`config.mk`:
```
export PLATFORM = sky130hd
export DESIGN_NAME = rr_packet_arbiter
export DESIGN_NICKNAME = d
export VERILOG_FILES = /design/src/rtl/noc_arb_pkg.sv /design/src/rtl/rr_pick.sv /design/src/rtl/rr_packet_arbiter.sv
export SDC_FILE = /design/constraint.sdc
export NUM_CORES = 1
export LEC_CHECK = 0
export ABC_AREA = 0
export BUFFER_PORTS_ARGS = -buffer_cell sky130_fd_sc_hd__clkbuf_2
export CORE_MARGIN = 5
export CORE_UTILIZATION = 46
export DETAILED_ROUTE_END_ITERATION = 16
export PLACE_DENSITY = 0.74
export SYNTH_ARGS = -nofsm -noshare
export SYNTH_HDL_FRONTEND = slang
export SYNTH_SLANG_ARGS = --single-unit
```
`constraint.sdc`:
```
create_clock -name clk -period 2.1 [get_ports clk]
set_input_delay 0.42 -clock clk [delete_from_list [all_inputs] [get_ports clk]]
set_output_delay 0.42 -clock clk [all_outputs]
set_load 0.02 [all_outputs]
```
`src/rtl/noc_arb_pkg.sv`:
```
// Shared definitions for the NoC output-port allocation logic:
// port numbering, arbiter state encoding and a one-hot to index helper.
package noc_arb_pkg;

    localparam int NUM_PORTS  = 5;

    localparam int PORT_LOCAL = 0;
    localparam int PORT_NORTH = 1;
    localparam int PORT_EAST  = 2;
    localparam int PORT_SOUTH = 3;
    localparam int PORT_WEST  = 4;

    typedef enum logic {
        IDLE   = 1'b0,
        LOCKED = 1'b1
    } arb_state_t;

    // Binary index of the set bit in a one-hot vector of up to 16 bits.
    // An all-zero vector maps to index 0.
    function automatic logic [3:0] onehot_to_idx(input logic [15:0] oh);
        logic [3:0] idx;
        idx = '0;
        for (int i = 0; i < 16; i++) begin
            if (oh[i]) begin
                idx = idx | 4'(i);
            end
        end
        return idx;
    endfunction

endpackage

```
`src/rtl/rr_pick.sv`:
```
// Combinational rotating-priority picker. The request vector is duplicated
// so that a scan starting at ptr and wrapping past NUM_REQ-1 becomes a plain
// lowest-set-bit search over the masked upper part of the doubled vector.
module rr_pick
    import noc_arb_pkg::*;
#(
    parameter int NUM_REQ = 5,
    parameter int IDX_W   = $clog2(NUM_REQ)
) (
    input  logic [NUM_REQ-1:0] req,
    input  logic [IDX_W-1:0]   ptr,
    output logic               any,
    output logic [IDX_W-1:0]   pick_idx,
    output logic [NUM_REQ-1:0] pick_onehot
);

    logic [2*NUM_REQ-1:0] dbl_req;
    logic [2*NUM_REQ-1:0] masked_req;
    logic                 found;

    assign any = |req;

    // Mask off positions below ptr in the doubled vector, then take the
    // first remaining request and fold its position back into 0..NUM_REQ-1.
    always_comb begin
        dbl_req     = {req, req};
        masked_req  = '0;
        found       = 1'b0;
        pick_onehot = '0;
        for (int i = 0; i < 2 * NUM_REQ; i++) begin
            masked_req[i] = dbl_req[i] && (i >= int'(ptr));
        end
        for (int i = 0; i < 2 * NUM_REQ; i++) begin
            if (!found && masked_req[i]) begin
                found = 1'b1;
                pick_onehot[(i >= NUM_REQ) ? (i - NUM_REQ) : i] = 1'b1;
            end
        end
    end

    assign pick_idx = IDX_W'(onehot_to_idx(16'(pick_onehot)));

endmodule

```
`src/rtl/rr_packet_arbiter.sv`:
```
// Packet-granular round-robin arbiter for output-port allocation.
// A grant is held for a whole packet and released on the tail-flit ack
// (or when the granted requester drops its request); the just-served
// requester then becomes lowest priority and a new grant, if any request is
// pending, is loaded in the same cycle so packets follow back to back.
// Optional lock watchdog: define RR_ARB_TIMEOUT_EN to force a release after
// TIMEOUT_CYCLES locked cycles without ack; otherwise timeout stays 0.
module rr_packet_arbiter
    import noc_arb_pkg::*;
#(
    parameter  int NUM_REQ        = 5,
    parameter  int TIMEOUT_CYCLES = 64,
    localparam int IDX_W          = $clog2(NUM_REQ)
) (
    input  logic               clk,
    input  logic               reset,
    input  logic [NUM_REQ-1:0] req,
    input  logic [NUM_REQ-1:0] req_tail,
    input  logic               ack,
    output logic [NUM_REQ-1:0] grant,
    output logic [IDX_W-1:0]   grant_idx,
    output logic               grant_valid,
    output logic               timeout
);

    if (NUM_REQ < 2 || NUM_REQ > 16 || TIMEOUT_CYCLES < 1) begin : g_param_check
        $error("rr_packet_arbiter: NUM_REQ must be 2..16 and TIMEOUT_CYCLES >= 1");
    end

    arb_state_t         state;
    logic [IDX_W-1:0]   ptr;
    logic [IDX_W-1:0]   next_ptr;
    logic [IDX_W-1:0]   pick_ptr;
    logic               rel_evt;
    logic               load_grant;
    logic               force_rel;
    logic               pick_any;
    logic [IDX_W-1:0]   pick_idx;
    logic [NUM_REQ-1:0] pick_onehot;

    // Release and re-arbitration decision; while locked the picker already
    // sees the post-release pointer so the handoff needs no extra cycle.
    always_comb begin
        next_ptr   = (grant_idx == IDX_W'(NUM_REQ - 1)) ? '0 : grant_idx + 1'b1;
        rel_evt    = (state == LOCKED) &&
                     ((ack && req_tail[grant_idx]) || !req[grant_idx] || force_rel);
        pick_ptr   = (state == LOCKED) ? next_ptr : ptr;
        load_grant = pick_any && ((state == IDLE) || rel_evt);
    end

    rr_pick #(
        .NUM_REQ (NUM_REQ),
        .IDX_W   (IDX_W)
    ) u_pick (
        .req         (req),
        .ptr         (pick_ptr),
        .any         (pick_any),
        .pick_idx    (pick_idx),
        .pick_onehot (pick_onehot)
    );

`ifdef RR_ARB_TIMEOUT_EN
    localparam int CNT_NAT = $clog2(TIMEOUT_CYCLES + 1);
    localparam int CNT_W   = (CNT_NAT > 8) ? CNT_NAT : 8;

    logic [CNT_W-1:0] lock_cnt;

    assign force_rel = (state == LOCKED) && (lock_cnt == CNT_W'(TIMEOUT_CYCLES));

    // Watchdog: counts locked cycles without downstream progress.
    always_ff @(posedge clk or negedge reset) begin
        if (!reset) begin
            lock_cnt <= '0;
        end else if (load_grant || ack) begin
            lock_cnt <= '0;
        end else if (state == LOCKED) begin
            lock_cnt <= lock_cnt + 1'b1;
        end
    end
`else
    assign force_rel = 1'b0;
`endif

    // Arbitration FSM with registered grant outputs and rotating pointer.
    always_ff @(posedge clk or negedge reset) begin
        if (!reset) begin
            state       <= IDLE;
            ptr         <= '0;
            grant       <= '0;
            grant_idx   <= '0;
            grant_valid <= 1'b0;
            timeout     <= 1'b0;
        end else begin
            timeout <= 1'b0;
            case (state)
                IDLE: begin
                    if (load_grant) begin
                        grant       <= pick_onehot;
                        grant_idx   <= pick_idx;
                        grant_valid <= 1'b1;
                        state       <= LOCKED;
                    end
                end
                LOCKED: begin
                    if (rel_evt) begin
                        ptr     <= next_ptr;
                        timeout <= force_rel;
                        if (load_grant) begin
                            grant       <= pick_onehot;
                            grant_idx   <= pick_idx;
                            grant_valid <= 1'b1;
                        end else begin
                            grant       <= '0;
                            grant_idx   <= '0;
                            grant_valid <= 1'b0;
                            state       <= IDLE;
                        end
                    end
                end
                default: state <= IDLE;
            endcase
        end
    end

endmodule
```
==> impl_metrics.env <==
export IMPL_status="complete, but fails checks"
export IMPL_violations="negative setup slack"
export IMPL_number_of_enable_flip_flop_cells_after_synthesis=0
export IMPL_die_w_um=54.0
export IMPL_netlist_area_um2=891
export IMPL_grt_overflow_total=0
export IMPL_clkTransAtPathRegs_ns=0.09
export IMPL_routedWlPerCell_um=16.6
export IMPL_hp_class="primary input to async pin"
export IMPL_grt_start_max_net_pins=13
export IMPL_core_um2=1900
export IMPL_dp_cells=163
export IMPL_yosys_area_top_type="dfrtp_1"
export IMPL_first_iter_violations=62
export IMPL_worst_reg_to_reg_cells=8
export IMPL_synth_cells_most_frequent="nand2_1, dfrtp_1, a21oi_1"
export IMPL_synth_top_flop_cell="dfrtp_1"
export IMPL_cts_sinks=12
export IMPL_synth_most_common_cell="nand2_1"
export IMPL_dieHeight_um=54.0
export IMPL_pwr_density_cell_nw_per_um2=1700
export IMPL_start_util_pct=46.8
export IMPL_max_stage_delay_ns=0.42
export IMPL_cellLeakagePower_uw=0.000600
export IMPL_critical_path_n_buffers_inverters=1
export IMPL_grt_first_pass_wirelength_um=4490
export IMPL_htree_levels=1
export IMPL_drv_slew=0
export IMPL_ys_warn_count=0
export IMPL_vias=1025
export IMPL_synth_compound_gate_area_share_pct=31.6
export IMPL_layout_drive_gt1_share_pct=45.2
export IMPL_share_of_the_yosys_chip_area_belonging_to_registers_pct=33.7
export IMPL_synth_fa_ha_area_share_pct=2.81
export IMPL_finalSetupViolCount=1
export IMPL_post_synth_inst_count=103
export IMPL_detail_route_vias_per_cell=5.92
export IMPL_rsz_0062_raised_after_global_routing="true"
export IMPL_synth_xor_area_share_pct=0
export IMPL_globalRouteTotalUtil_pct=21.2
export IMPL_areaGrowthSynthToFinish_pct=40.4
export IMPL_dpl_instance_area_um2=1130
export IMPL_levels_on_crit_path=8
export IMPL_initial_antenna_violation_count=0
export IMPL_totalNegativeSetupSlack_ns=-0.0175
export IMPL_drt_pre_antenna_iters=4
export IMPL_gp_congestion=0.959
export IMPL_synth_simple_gate_area_share_pct=16.3
export IMPL_critical_path_most_common_cell="o211ai_1"
export IMPL_cp_slowest_cell="dfrtp_2"
export IMPL_die_area_um2=2920
export IMPL_cts_buffer_depth=2
export IMPL_max_cap_violations=0
export IMPL_port_bufs=21
export IMPL_layout_nets=162
export IMPL_share_of_async_settable_or_async_resettable_flops_after_synthesis_pct=100
export IMPL_layout_worst_path_cycle_share_pct=101
export IMPL_yosys_mux_area_fraction_pct=9.83
export IMPL_yosysTopAreaCellShare_pct=33.7
export IMPL_grt_pass1_vias=969
export IMPL_worst_clock_skew_ns=0.00665
export IMPL_finalHoldViolCount=0
export IMPL_drc=0
export IMPL_fillerInstances=145
export IMPL_ir_worst_vdd_mv=0.837
export IMPL_totalPowerFinal_uw=2130
export IMPL_clock_tree_from_tritoncts="yes"
export IMPL_pin_count=23
export IMPL_final_min_clock_period_ns=2.12
export IMPL_cp_start_kind="register"
export IMPL_maxClockFrequency_mhz=472
export IMPL_root_buffer="clkbuf_4"
export IMPL_synth_area_per_cell_um2=8.65
export IMPL_crit_arrival_ns=2.31
export IMPL_detailedPlacementHpwl_um=2020
export IMPL_clk_insertion_delay_late_ns=0.29
export IMPL_yosys_register_bits=12
export IMPL_utilization_pct=65.8
export IMPL_number_of_distinct_library_cells_after_synthesis=35
export IMPL_diodes=0
export IMPL_cts_bufs_inserted=3
export IMPL_synthesis_nets=118
export IMPL_multi_input_area_um2=586
export IMPL_ant_nets=0
export IMPL_sequential_cell_area_um2=303
export IMPL_path_cells="inv_2 > ha_4 > or3b_4 > a31o_4 > a211o_1 > a22oi_1 > o211ai_1 > o211ai_1"
export IMPL_synth_top_family_by_area="compound AO/OA/AOI/OAI gates"
export IMPL_postRouteWirelength_um=2870
export IMPL_post_layout_nonfiller_instances=173
export IMPL_yosys_top_cells_area="dfrtp_1, nand2_1, mux2_2"
export IMPL_cp_max_fo=4
export IMPL_critical_path_class="register to register"
export IMPL_placementRows=16
export IMPL_final_design_area_no_fill_um2=1250
export IMPL_crit_required_ns=2.29
export IMPL_final_critical_path_setup_slack_ns=-0.0175
export IMPL_worst_path_dominant_cell_family="compound AO/OA/AOI/OAI gates"
export IMPL_worstSetupEndpointType="register"
worst paths after layout:
path                            slack (ns)           end         start
worst min register to register        0.48      grant[1]      grant[1]
worst min-delay path                  0.01   grant_valid         reset
worst max-delay path                 -0.02  grant_idx[1]  grant_idx[0]
max in group asynchronous             1.81  grant_idx[1]         reset
min in group clk                      0.45      grant[4]        req[3]
worst max register to register       -0.02  grant_idx[1]  grant_idx[0]
sequential cells by signal (all words and copies together) (netlist names):
name,flops
grant,5
grant_idx,2
grant_valid,1
ptr,3
state,1
layout make-up:
type | instances | area share (%)
clock buffers | 4 | 2.90
inverters | 6 | 1.80
multi-input cells | 81 | 46.8
flip-flops and latches | 12 | 24.2
well taps | 27 | 2.70
repair buffers | 43 | 21.6
per-stage QoR:
| step | hold slack (ns) | worst slack (ns) |
|---|---|---|
| final | 0.0148 | -0.0175 |
| after global routing | 0.0501 | -0.111 |
| after CTS | 0.0304 | 0.0130 |
| after detailed placement | 0.334 | -0.0622 |
| after global placement | 0.321 | -0.0138 |
| after floorplan | 0.124 | 0.000680 |
cell families after synthesis:
group | after synthesis
adders and majority gates | 2
buffers and inverters | 10
DFF | 12
other | 1
AOI/OAI and AO/OA | 38
and+or+nand+nor | 33
muxes | 7
cells in the final DEF, fill, tap and decap left out, types with 2 or more instances in the layout:
master	count
buf_4	22
dfrtp_1	10
mux2_2	3
ha_4	2
a21boi_0	5
a21oi_2	2
a31oi_2	2
clkbuf_4	3
inv_1	4
o211ai_1	5
nor3_1	2
nor2_1	5
a21oi_1	6
nand2b_1	2
o21ai_0	3
dfrtp_2	2
a31oi_1	3
inv_2	2
clkbuf_2	21
nand2_1	19
nand3_1	3
where the power goes:
group / leakage, uW / switching (uW) / internal, uW / total [uW]
logic: 0.000436 / 817 / 689 / 1510
registers: 0.000143 / 94.2 / 333 / 427
clock network: 0.0000210 / 89.9 / 106 / 196
total: 0.000600 / 1000 / 1130 / 2130
layer usage:
metal  wire (um)  global-route usage (%)  vias up
li1            -                       -      467
met1        1130                    26.9      464
met2        1380                    36.3       82
met3         266                    3.05       12
met4          95                    7.88        0
met5           0                       0        -
timing repair:
| item | 4_1_cts | 5_1_grt |
|---|---|---|
| gates cloned | 0 | 0 |
| setup buffers | 3 | 3 |
| resized for setup | 2 | 9 |
| pin swaps | 6 | 7 |
| hold buffers | 0 | 0 |
| setup endpoints to repair | 5 | 6 |
(Power assumes the default switching activity.)
